<file path="config.mk">
export PLATFORM = sky130hd
export DESIGN_NAME = mac_accfix_flat
export DESIGN_NICKNAME = d
export VERILOG_FILES = /design/src/rtl/mac_accfix_if.sv /design/src/rtl/mac_accfix.sv /design/src/flat_wrapper.sv
export SDC_FILE = /design/constraint.sdc
export NUM_CORES = 1
export LEC_CHECK = 0
export ABC_AREA = 1
export BUFFER_PORTS_ARGS = -buffer_cell sky130_fd_sc_hd__buf_2
export CAP_MARGIN = 10
export CORE_ASPECT_RATIO = 0.5
export CORE_MARGIN = 3
export CORE_UTILIZATION = 50
export CTS_BUF_LIST = sky130_fd_sc_hd__clkbuf_4 sky130_fd_sc_hd__clkbuf_8 sky130_fd_sc_hd__clkbuf_16
export CTS_CLUSTER_DIAMETER = 150
export DETAILED_ROUTE_END_ITERATION = 12
export GPL_TIMING_DRIVEN = 0
export PLACE_DENSITY = 0.71
export SLEW_MARGIN = 30
export SYNTH_ARGS = -nofsm -noshare
export SYNTH_HDL_FRONTEND = slang
export SYNTH_SLANG_ARGS = --single-unit
</file>
<file path="constraint.sdc">
create_clock -name clk -period 6.3 [get_ports clk]
set_input_delay 1.575 -clock clk [delete_from_list [all_inputs] [get_ports clk]]
set_output_delay 1.575 -clock clk [all_outputs]
set_load 0.05 [all_outputs]
</file>
<file path="src/rtl/mac_accfix_if.sv">
// Handshake bundle between the product stage, mac_accfix and the downstream consumer.
// The slave modport is the accumulator's view; the master modport is the surrounding datapath's view.
interface mac_accfix_if #(
  parameter int unsigned WP = 12,
  parameter int unsigned WO = 8,
  parameter int unsigned TW = 2
);
  logic [WP-1:0] prod;
  logic          prod_valid;
  logic          prod_ready;
  logic [TW-1:0] tap_idx;
  logic [WO-1:0] out_data;
  logic          out_valid;
  logic          out_ready;
  logic          ovf;
  logic          busy;

  modport slave (
    input  prod, prod_valid, out_ready,
    output prod_ready, tap_idx, out_data, out_valid, ovf, busy
  );

  modport master (
    output prod, prod_valid, out_ready,
    input  prod_ready, tap_idx, out_data, out_valid, ovf, busy
  );
endinterface

</file>
<file path="src/rtl/mac_accfix.sv">
// Time-multiplexed FIR accumulator: sums NTAP fixed-point products, then re-quantises the
// sum with floor rounding and saturation, and holds it until the downstream handshake.
module mac_accfix #(
  parameter int WI_P = 4,
  parameter int WF_P = 8,
  parameter int WI_A = 8,
  parameter int WF_A = 8,
  parameter int WI_O = 4,
  parameter int WF_O = 4,
  parameter int NTAP = 4
) (
  input  logic          clk,
  input  logic          rst,
  mac_accfix_if.slave   bus
);
  localparam int WP  = WI_P + WF_P;
  localparam int WA  = WI_A + WF_A;
  localparam int WO  = WI_O + WF_O;
  localparam int TW  = (NTAP > 1) ? $clog2(NTAP) : 1;
  localparam int LSH = (WF_O > WF_A) ? WF_O - WF_A : 0;
  localparam int RSH = (WF_A > WF_O) ? WF_A - WF_O : 0;
  localparam int WQ  = WA + LSH;
  localparam int WC  = ((WQ > WO) ? WQ : WO) + 1;
  localparam logic signed [WC-1:0] MaxC = WC'((64'sd1 <<< (WO - 1)) - 64'sd1);
  localparam logic signed [WC-1:0] MinC = WC'(-(64'sd1 <<< (WO - 1)));

  if (WI_A < WI_P) begin : gen_chk_wi
    $error("mac_accfix: WI_A must be >= WI_P");
  end
  if (WF_A < WF_P) begin : gen_chk_wf
    $error("mac_accfix: WF_A must be >= WF_P");
  end
  if (NTAP < 1) begin : gen_chk_ntap
    $error("mac_accfix: NTAP must be >= 1");
  end

  typedef enum logic [1:0] {StIdle, StAcc, StHold} state_e;

  state_e                 state_q, state_d;
  logic signed [WA-1:0]   acc_q, acc_d;
  logic        [TW-1:0]   tap_q, tap_d;
  logic        [WO-1:0]   out_q, out_d;
  logic                   ovf_q, ovf_d;
  logic                   valid_q, valid_d;

  logic signed [WA-1:0]   aligned;
  logic signed [WA-1:0]   sum;
  logic signed [WC-1:0]   quant;
  logic                   accept;
  logic                   last_tap;

  always_comb begin
    aligned = WA'($signed(bus.prod)) <<< (WF_A - WF_P);
    // Accumulation wraps modulo 2^WA; only the final sum has to fit.
    sum     = (state_q == StIdle) ? aligned : acc_q + aligned;
    // Arithmetic right shift drops fraction bits with floor rounding.
    quant   = (WC'(sum) <<< LSH) >>> RSH;
  end

  assign accept   = bus.prod_valid && (state_q != StHold);
  assign last_tap = (state_q == StIdle) ? (NTAP == 1) : (tap_q == TW'(NTAP - 1));

  always_comb begin
    state_d = state_q;
    acc_d   = acc_q;
    tap_d   = tap_q;
    out_d   = out_q;
    ovf_d   = ovf_q;
    valid_d = valid_q;
    unique case (state_q)
      StIdle, StAcc: begin
        if (accept) begin
          acc_d = sum;
          if (last_tap) begin
            tap_d   = '0;
            valid_d = 1'b1;
            state_d = StHold;
            if (quant > MaxC) begin
              out_d = {1'b0, {(WO - 1){1'b1}}};
              ovf_d = 1'b1;
            end else if (quant < MinC) begin
              out_d = {1'b1, {(WO - 1){1'b0}}};
              ovf_d = 1'b1;
            end else begin
              out_d = quant[WO-1:0];
              ovf_d = 1'b0;
            end
          end else begin
            tap_d   = tap_q + TW'(1);
            state_d = StAcc;
          end
        end
      end
      StHold: begin
        if (bus.out_ready) begin
          valid_d = 1'b0;
          acc_d   = '0;
          state_d = StIdle;
        end
      end
      default: state_d = StIdle;
    endcase
  end

  always_ff @(posedge clk) begin
    if (rst) begin
      state_q <= StIdle;
      acc_q   <= '0;
      tap_q   <= '0;
      out_q   <= '0;
      ovf_q   <= 1'b0;
      valid_q <= 1'b0;
    end else begin
      state_q <= state_d;
      acc_q   <= acc_d;
      tap_q   <= tap_d;
      out_q   <= out_d;
      ovf_q   <= ovf_d;
      valid_q <= valid_d;
    end
  end

  assign bus.prod_ready = (state_q != StHold);
  assign bus.tap_idx    = tap_q;
  assign bus.out_data   = out_q;
  assign bus.out_valid  = valid_q;
  assign bus.ovf        = ovf_q;
  assign bus.busy       = (state_q != StIdle);
endmodule

</file>
<file path="src/flat_wrapper.sv">
// flat-port wrapper written by rule: the top's interface ports become plain ports
module mac_accfix_flat 
#(
  parameter int WI_P = 4,
  parameter int WF_P = 8,
  parameter int WI_A = 8,
  parameter int WF_A = 8,
  parameter int WI_O = 4,
  parameter int WF_O = 4,
  parameter int NTAP = 4
)
  (clk, rst, bus_prod, bus_prod_valid, bus_out_ready, bus_prod_ready, bus_tap_idx, bus_out_data, bus_out_valid, bus_ovf, bus_busy);
  mac_accfix_if #(.WP(12), .WO(8), .TW(2)) bus_i ();
  input  logic clk;
  input  logic rst;
  input wire logic [$bits(bus_i.prod)-1:0] bus_prod;
  input wire logic [$bits(bus_i.prod_valid)-1:0] bus_prod_valid;
  input wire logic [$bits(bus_i.out_ready)-1:0] bus_out_ready;
  output wire logic [$bits(bus_i.prod_ready)-1:0] bus_prod_ready;
  output wire logic [$bits(bus_i.tap_idx)-1:0] bus_tap_idx;
  output wire logic [$bits(bus_i.out_data)-1:0] bus_out_data;
  output wire logic [$bits(bus_i.out_valid)-1:0] bus_out_valid;
  output wire logic [$bits(bus_i.ovf)-1:0] bus_ovf;
  output wire logic [$bits(bus_i.busy)-1:0] bus_busy;
  assign bus_i.prod = bus_prod;
  assign bus_i.prod_valid = bus_prod_valid;
  assign bus_i.out_ready = bus_out_ready;
  assign bus_prod_ready = bus_i.prod_ready;
  assign bus_tap_idx = bus_i.tap_idx;
  assign bus_out_data = bus_i.out_data;
  assign bus_out_valid = bus_i.out_valid;
  assign bus_ovf = bus_i.ovf;
  assign bus_busy = bus_i.busy;
  mac_accfix #(.WI_P(WI_P), .WF_P(WF_P), .WI_A(WI_A), .WF_A(WF_A), .WI_O(WI_O), .WF_O(WF_O), .NTAP(NTAP)) u_core (.clk(clk), .rst(rst), .bus(bus_i));
endmodule
</file>
# Yosys cells after proc, flatten, opt, wreduce, memory -nomap -nowiden
# Cells that the tools add are included.
[classes]
div_mod_pow = 0
n_reduce_logical = 10
n_eq_ne = 7
n_mul = 0
n_bitwise = 0
mux = 18
magnitude_cmp = 2
n_addsub = 2
shift = 0
[ops]
columns = ["op", "count"]
rows = [
  ["$mux 16", 3],
  ["$pmux 16 s2", 1],
  ["$add 16x12->16", 1],
  ["$mux 8", 2],
  ["$gt 12x8->1 const B", 1],
  ["$lt 12x8->1 const B", 1],
  ["$mux 2", 4],
  ["$mux 1", 6],
  ["$reduce_and 3->1", 2],
  ["$eq 2x2->1 const B", 2],
  ["$ne 2x1->1 const B", 2],
  ["$ne 2x2->1 const B", 2],
  ["$pmux 2 s2", 1],
  ["$reduce_and 2->1", 2],
  ["$reduce_and 4->1", 1],
  ["$reduce_bool 2->1", 2],
  ["$add 2x1->2 const B", 1],
  ["$eq 2x1->1 const B", 1],
  ["$logic_not 2->1", 1],
  ["$pmux 1 s2", 1],
  ["$reduce_or 2->1", 1],
  ["$logic_and 1x1->1", 1],
]
[totals]
regBits = 30
memories = 0
word_cells = 45
romBits = 0
out_inout_bits = 14
latch_bits = 0
mem_bits_rw = 0
inputBits = 16

# Longest topological paths before layout
[depth]
word_depth = 5
ltp_mapped = 18
mapped_depth_nobuf = 18

# Worst setup path before layout
# OpenSTA, ideal clock, no wires.
[synth_timing]
kind = "in2reg"
start = "input bus_prod[0]"
end = "register u_core.ovf_q (netlist: u_core.bus.ovf)"
t_arrival_ns = 3.180
setup_slack_ns = 3.011
path_buffers = 0
required_ns = 6.191
path_stages = 14
setup_ns = 0.109
path_cell_list = "ha_1 -> fa_1 -> nand3_1 -> nand3_1 -> nand3_1 -> nand3_1 -> nand2_1 -> nand3_1 -> nand2_1 -> nand4_1 -> nand2_4 -> nand3_1 -> nand2_1 -> inv_1"
[synth_via]
elab_chain_len = 5
word_cells_on_any_way = 6
cone_classes = "1 x add/sub; 2 x order compare; 3 x mux"
[synth_lines]
columns = ["element", "line", "rtl"]
rows = [
  ["start, declared", "flat_wrapper.sv:16", "input wire logic [$bits(bus_i.prod)-1:0] bus_prod;"],
  ["$add 16x12->16 *", "mac_accfix.sv:55", "sum = (state_q == StIdle) ? aligned : acc_q + aligned;"],
  ["$mux 16 *", "mac_accfix.sv:55", ""],
  ["$lt 12x8->1", "mac_accfix.sv:81", "end else if (quant < MinC) begin"],
  ["$mux 1", "mac_accfix.sv:81", ""],
  ["$mux 1 *", "mac_accfix.sv:78", "if (quant > MaxC) begin"],
  ["end signal, assigned", "mac_accfix.sv:118", "ovf_q <= ovf_d;"],
  ["end, declared", "mac_accfix.sv:43", "logic ovf_q, ovf_d;"],
]
# Every way passes the cells marked *; elsewhere a longest branch is shown, timed or not.
# A chain may end at the register's enable or synchronous reset.

# Final worst setup path
[layout_timing]
start = "input bus_prod[0]"
end = "register u_core.out_q[3] (netlist: u_core.bus.out_data[3])"
[layout_via]
elab_chain_len = 5
word_cells_on_any_way = 6
cone_classes = "1 x add/sub; 2 x order compare; 3 x mux"
[layout_lines]
columns = ["element", "line", "rtl"]
rows = [
  ["$add 16x12->16 *", "mac_accfix.sv:55", ""],
  ["$mux 16 *", "mac_accfix.sv:55", ""],
  ["$lt 12x8->1", "mac_accfix.sv:81", ""],
  ["$mux 8", "mac_accfix.sv:81", ""],
  ["$mux 8 *", "mac_accfix.sv:78", ""],
  ["end signal, assigned", "mac_accfix.sv:117", "out_q <= out_d;"],
  ["end, declared", "mac_accfix.sv:42", "logic [WO-1:0] out_q, out_d;"],
]
# Marked as above.

==> results.md <==
* Slew margin rel. at 58.92%
* Synth top area share at about a quarter
* CP peak stage delay at between 0.4 and 0.5 ns
* Die Wd at just over 100 um
* Height of the die at 53.76 um
* RePlAce Congestion at 0.8626
* Tcrit/Tclk final at a little over half
* Clk root buf: clkbuf_8
* # Post-CTS Setup Buffers at 0
* Leakage at around 1.4 nW
* Remaining Overflow, GRT at 0
* H-Tree Depth at 2
* Clock transition at the registers of the reported paths at 0.06 ns
* DRT iter0 DRCs at 109
* CP endpoint kind: flop
* EDFF count, synth at 0
* Total routed wirelength at approximately 5.7 mm
* WHS Endpoint: u_core.bus.out_valid
* TNS Setup at 0 ns
* Mapped Cells at roughly 360
* PwrDens at about 220 mW/mm2
* GR met2 Demand/Resource at a little over a third
* WP data required at roughly 6.5 ns
* Hpwl dp at around 4.6 mm
* Post-layout minimum cycle time at about 3.4 ns
* Worst min-delay path class: reg -> reg
* FF+latch count, synth at 30
* Synth area leader: dfxtp_1
* Hold Vio Cnt, Final at 0
* CTS tree: yes
* Worst path cell trace: buf_2 -> ha_1 -> fa_1 -> nand3_1 -> nand3_1 -> nand3_1 -> nand3_1 -> nand2_1 -> nand3_1 -> nand2_1 -> nand4_1 -> nand2_2 -> nand3_1 -> nand2_1 -> inv_1
* Initial antenna violation count at 0
* Standard-cell row count at 16
* Post-Syn Nets at roughly 400
* Final #Nets at approximately 430
* # setup viols final at 0
* Synth top area cells: dfxtp_1, nand2_1, ha_1
* Gr usage total at about 23%
* Input/output buffers at 28
* Pin count of the biggest net entering global routing at 11
* Crit path max-delay family: simple AND/OR/NAND/NOR gates
* Final ANT Viol Nets at 0
* Initial Utilization at between 50 and 60%
* Worst-path fanout max at 8
* Status: finished clean
* Fmax at slightly below 0.3 GHz
* CTS max path bufs at 2
* Gr busiest metal: met2
* RSZ-0062 raised after global routing: false
* Hold Path Depth at 2
* Cts repair resizes at 0
* Layout cells sized above 1 at roughly 16%
* Cts hold-fix bufs at 0
* Synth Area per Inst at around 6.3 um2
* FF-to-FF Start: u_core.acc_q[0]
* Met3 Usage GRT at under 10%
* Crit start category: primary input
* Reg2Reg Setup Slack at 3.99 ns
* Crit path top cell by count: nand3_1
* CTS Buf Count at 5
* Slew of the pin with the lowest slew margin at between 0.6 and 0.7 ns
* Core box area at between 0.004 and 0.005 mm2
* Max-cap violations at 0
* # diodes at 0
* R2R cell count at 14
* Hold Crit Start: u_core.bus.out_valid
* Crit path kind: in -> reg
* Worst skew pair latency at 0.28 ns
* Primary flip-flop cell chosen by synthesis mapping: dfxtp_1
* Async SR Flop Fraction at 0%
* WL/cell at 12.64 um
* Maximum vdd drop at roughly 0.11 mV
* Reg2reg end: u_core.bus.out_data[3]
* Die area at between 0.005 and 0.006 mm2
* Final clock skew at 0.007070 ns
* Vias in the first global route at 2,111
* IO Count at 30
* Initial DRT Pass Iterations at 4
* Via count at roughly 2,300
* Yosys warnings at 0
* Worst Setup SP: bus_prod[0]
* CP arrival at around 3.6 ns
* Buffers & Inverters on Critical Path at 2
* First-pass GRT wire length at about 9.5 mm
* Via density at 5.129
* Hold slack at around 0.47 ns
* Register area share after synthesis at 26.33%
* Post-Syn Area at about 0.0023 mm2
* Synthesis-to-layout area growth at 14.04%
* # DRC at 0
* Post-synth cell types at 31
* Met1 usage at around a third
* Max-slew violations at 0
* CP max-delay cell: fa_1
* TritonCTS Sinks at 30
worst reg2reg max path: stages, from the launching register on:
cell and delay (ns):
dfxtp_1 0.31, ha_1 0.21, fa_1 0.43, nand3_1 0.11
nand3_1 0.16, nand3_1 0.17, nand3_1 0.10, nand2_1 0.07
nand3_1 0.09, nand2_1 0.08, nand4_1 0.11, nand2_2 0.16
nand3_1 0.11, nand2_1 0.07, inv_1 0.03
layout by cell type (no fill, tap or decap), drive strengths merged, types with 2 or more instances in the layout:
cell    synthesis  routed
inv            50      50
a21oi          39      39
xnor2           6       6
nand3b          2       2
nand4           5       5
buf             4      32
o21ai           7       7
xor2            2       2
nand2         121     121
clkbuf          4      10
a22oi           2       2
dfxtp          30      30
o21a            8       8
nand3          32      32
ha             16      16
a31oi           2       2
nor2           25      25
or2             2       2
flip-flops by register name, summed over array words and instances, names as in the netlist:
signal / count
u_core.acc_q: 16
u_core.bus.out_data: 8
u_core.bus.out_valid: 1
u_core.bus.ovf: 1
u_core.bus.tap_idx: 2
u_core.state_q: 2
layer usage:
metal,vias to the layer above,part of all wire [%]
li1,1225,-
met1,1030,52
met2,49,41
met3,4,6.3
met4,0,0.60
met5,-,0
worst max-delay path by stage:
stage | depth (start not counted) | slack (ns) | end
3_3_place_gp | 16 | 2.63 | u_core.bus.out_data[4]
3_5_place_dp | 17 | 2.61 | u_core.bus.out_data[3]
4_1_cts | 17 | 2.89 | u_core.bus.out_data[3]
6_report | 15 | 2.89 | u_core.bus.out_data[3]
2_1_floorplan | 14 | 3.01 | u_core.bus.ovf
5_1_grt | 16 | 2.63 | u_core.bus.out_data[4]
cell families after synthesis:
| kind of cell | count (synthesis) | share of synthesized area (%) |
|---|---|---|
| flops | 30 | 26.33 |
| xor+xnor | 8 | 3.072 |
| compound gates | 58 | 14.26 |
| simple gates | 189 | 36.64 |
| buf+inv | 59 | 10.04 |
| fa+ha+maj | 17 | 9.654 |
synth_stat cells, types with 2 or more instances:
master    count
dfxtp_1      30
nand3b_1      2
o21ai_0       7
ha_1         16
o21a_1        8
clkbuf_1      4
nor2_1       22
nand2_2       7
a21oi_1      37
inv_2         6
buf_2         3
nand2_1     113
nor2_2        2
xor2_1        2
nand3_1      29
a31oi_1       2
nand3_2       3
a21oi_2       2
nand4_1       5
xnor2_1       6
a22oi_1       2
inv_1        44
layout make-up:
cell class,instances,area [um2]
fillers,409,1543
multi-input cells,272,1451
flip-flops and latches,30,600.6
inverters,51,191.4
repair buffers,28,140.1
clock buffers,6,82.58
well taps,54,67.56
plain buffers,8,37.54
clock inverters,1,30.03
power breakdown:
group / internal (W) / total, W / leakage [nW] / switching, W
Sequential: 0.000200 / 0.000208 / 0.246 / 0.00000770
Combinational: 0.0000610 / 0.000174 / 1.08 / 0.000113
Clock: 0.000126 / 0.000201 / 0.0573 / 0.0000750
stage by stage:
| step | power [W] | worst slack (ns) | util, % | std cells | instance area, um2 |
|---|---|---|---|---|---|
| after detailed placement | 0.0003849 | 2.606 | 60.05 | 443 | 2489 |
| after floorplan | 0.0003452 | 3.011 | - | 361 | 2281 |
| after global placement | 0.0003805 | 2.625 | 60.05 | 443 | 2489 |
| after CTS | 0.0005844 | 2.893 | 62.77 | 450 | 2601 |
| final | 0.0005836 | 2.887 | 62.77 | 450 | 2601 |
| after global routing | 0.0006175 | 2.626 | 62.77 | 450 | 2601 |
No activity file was read; power rests on OpenSTA's default activity.
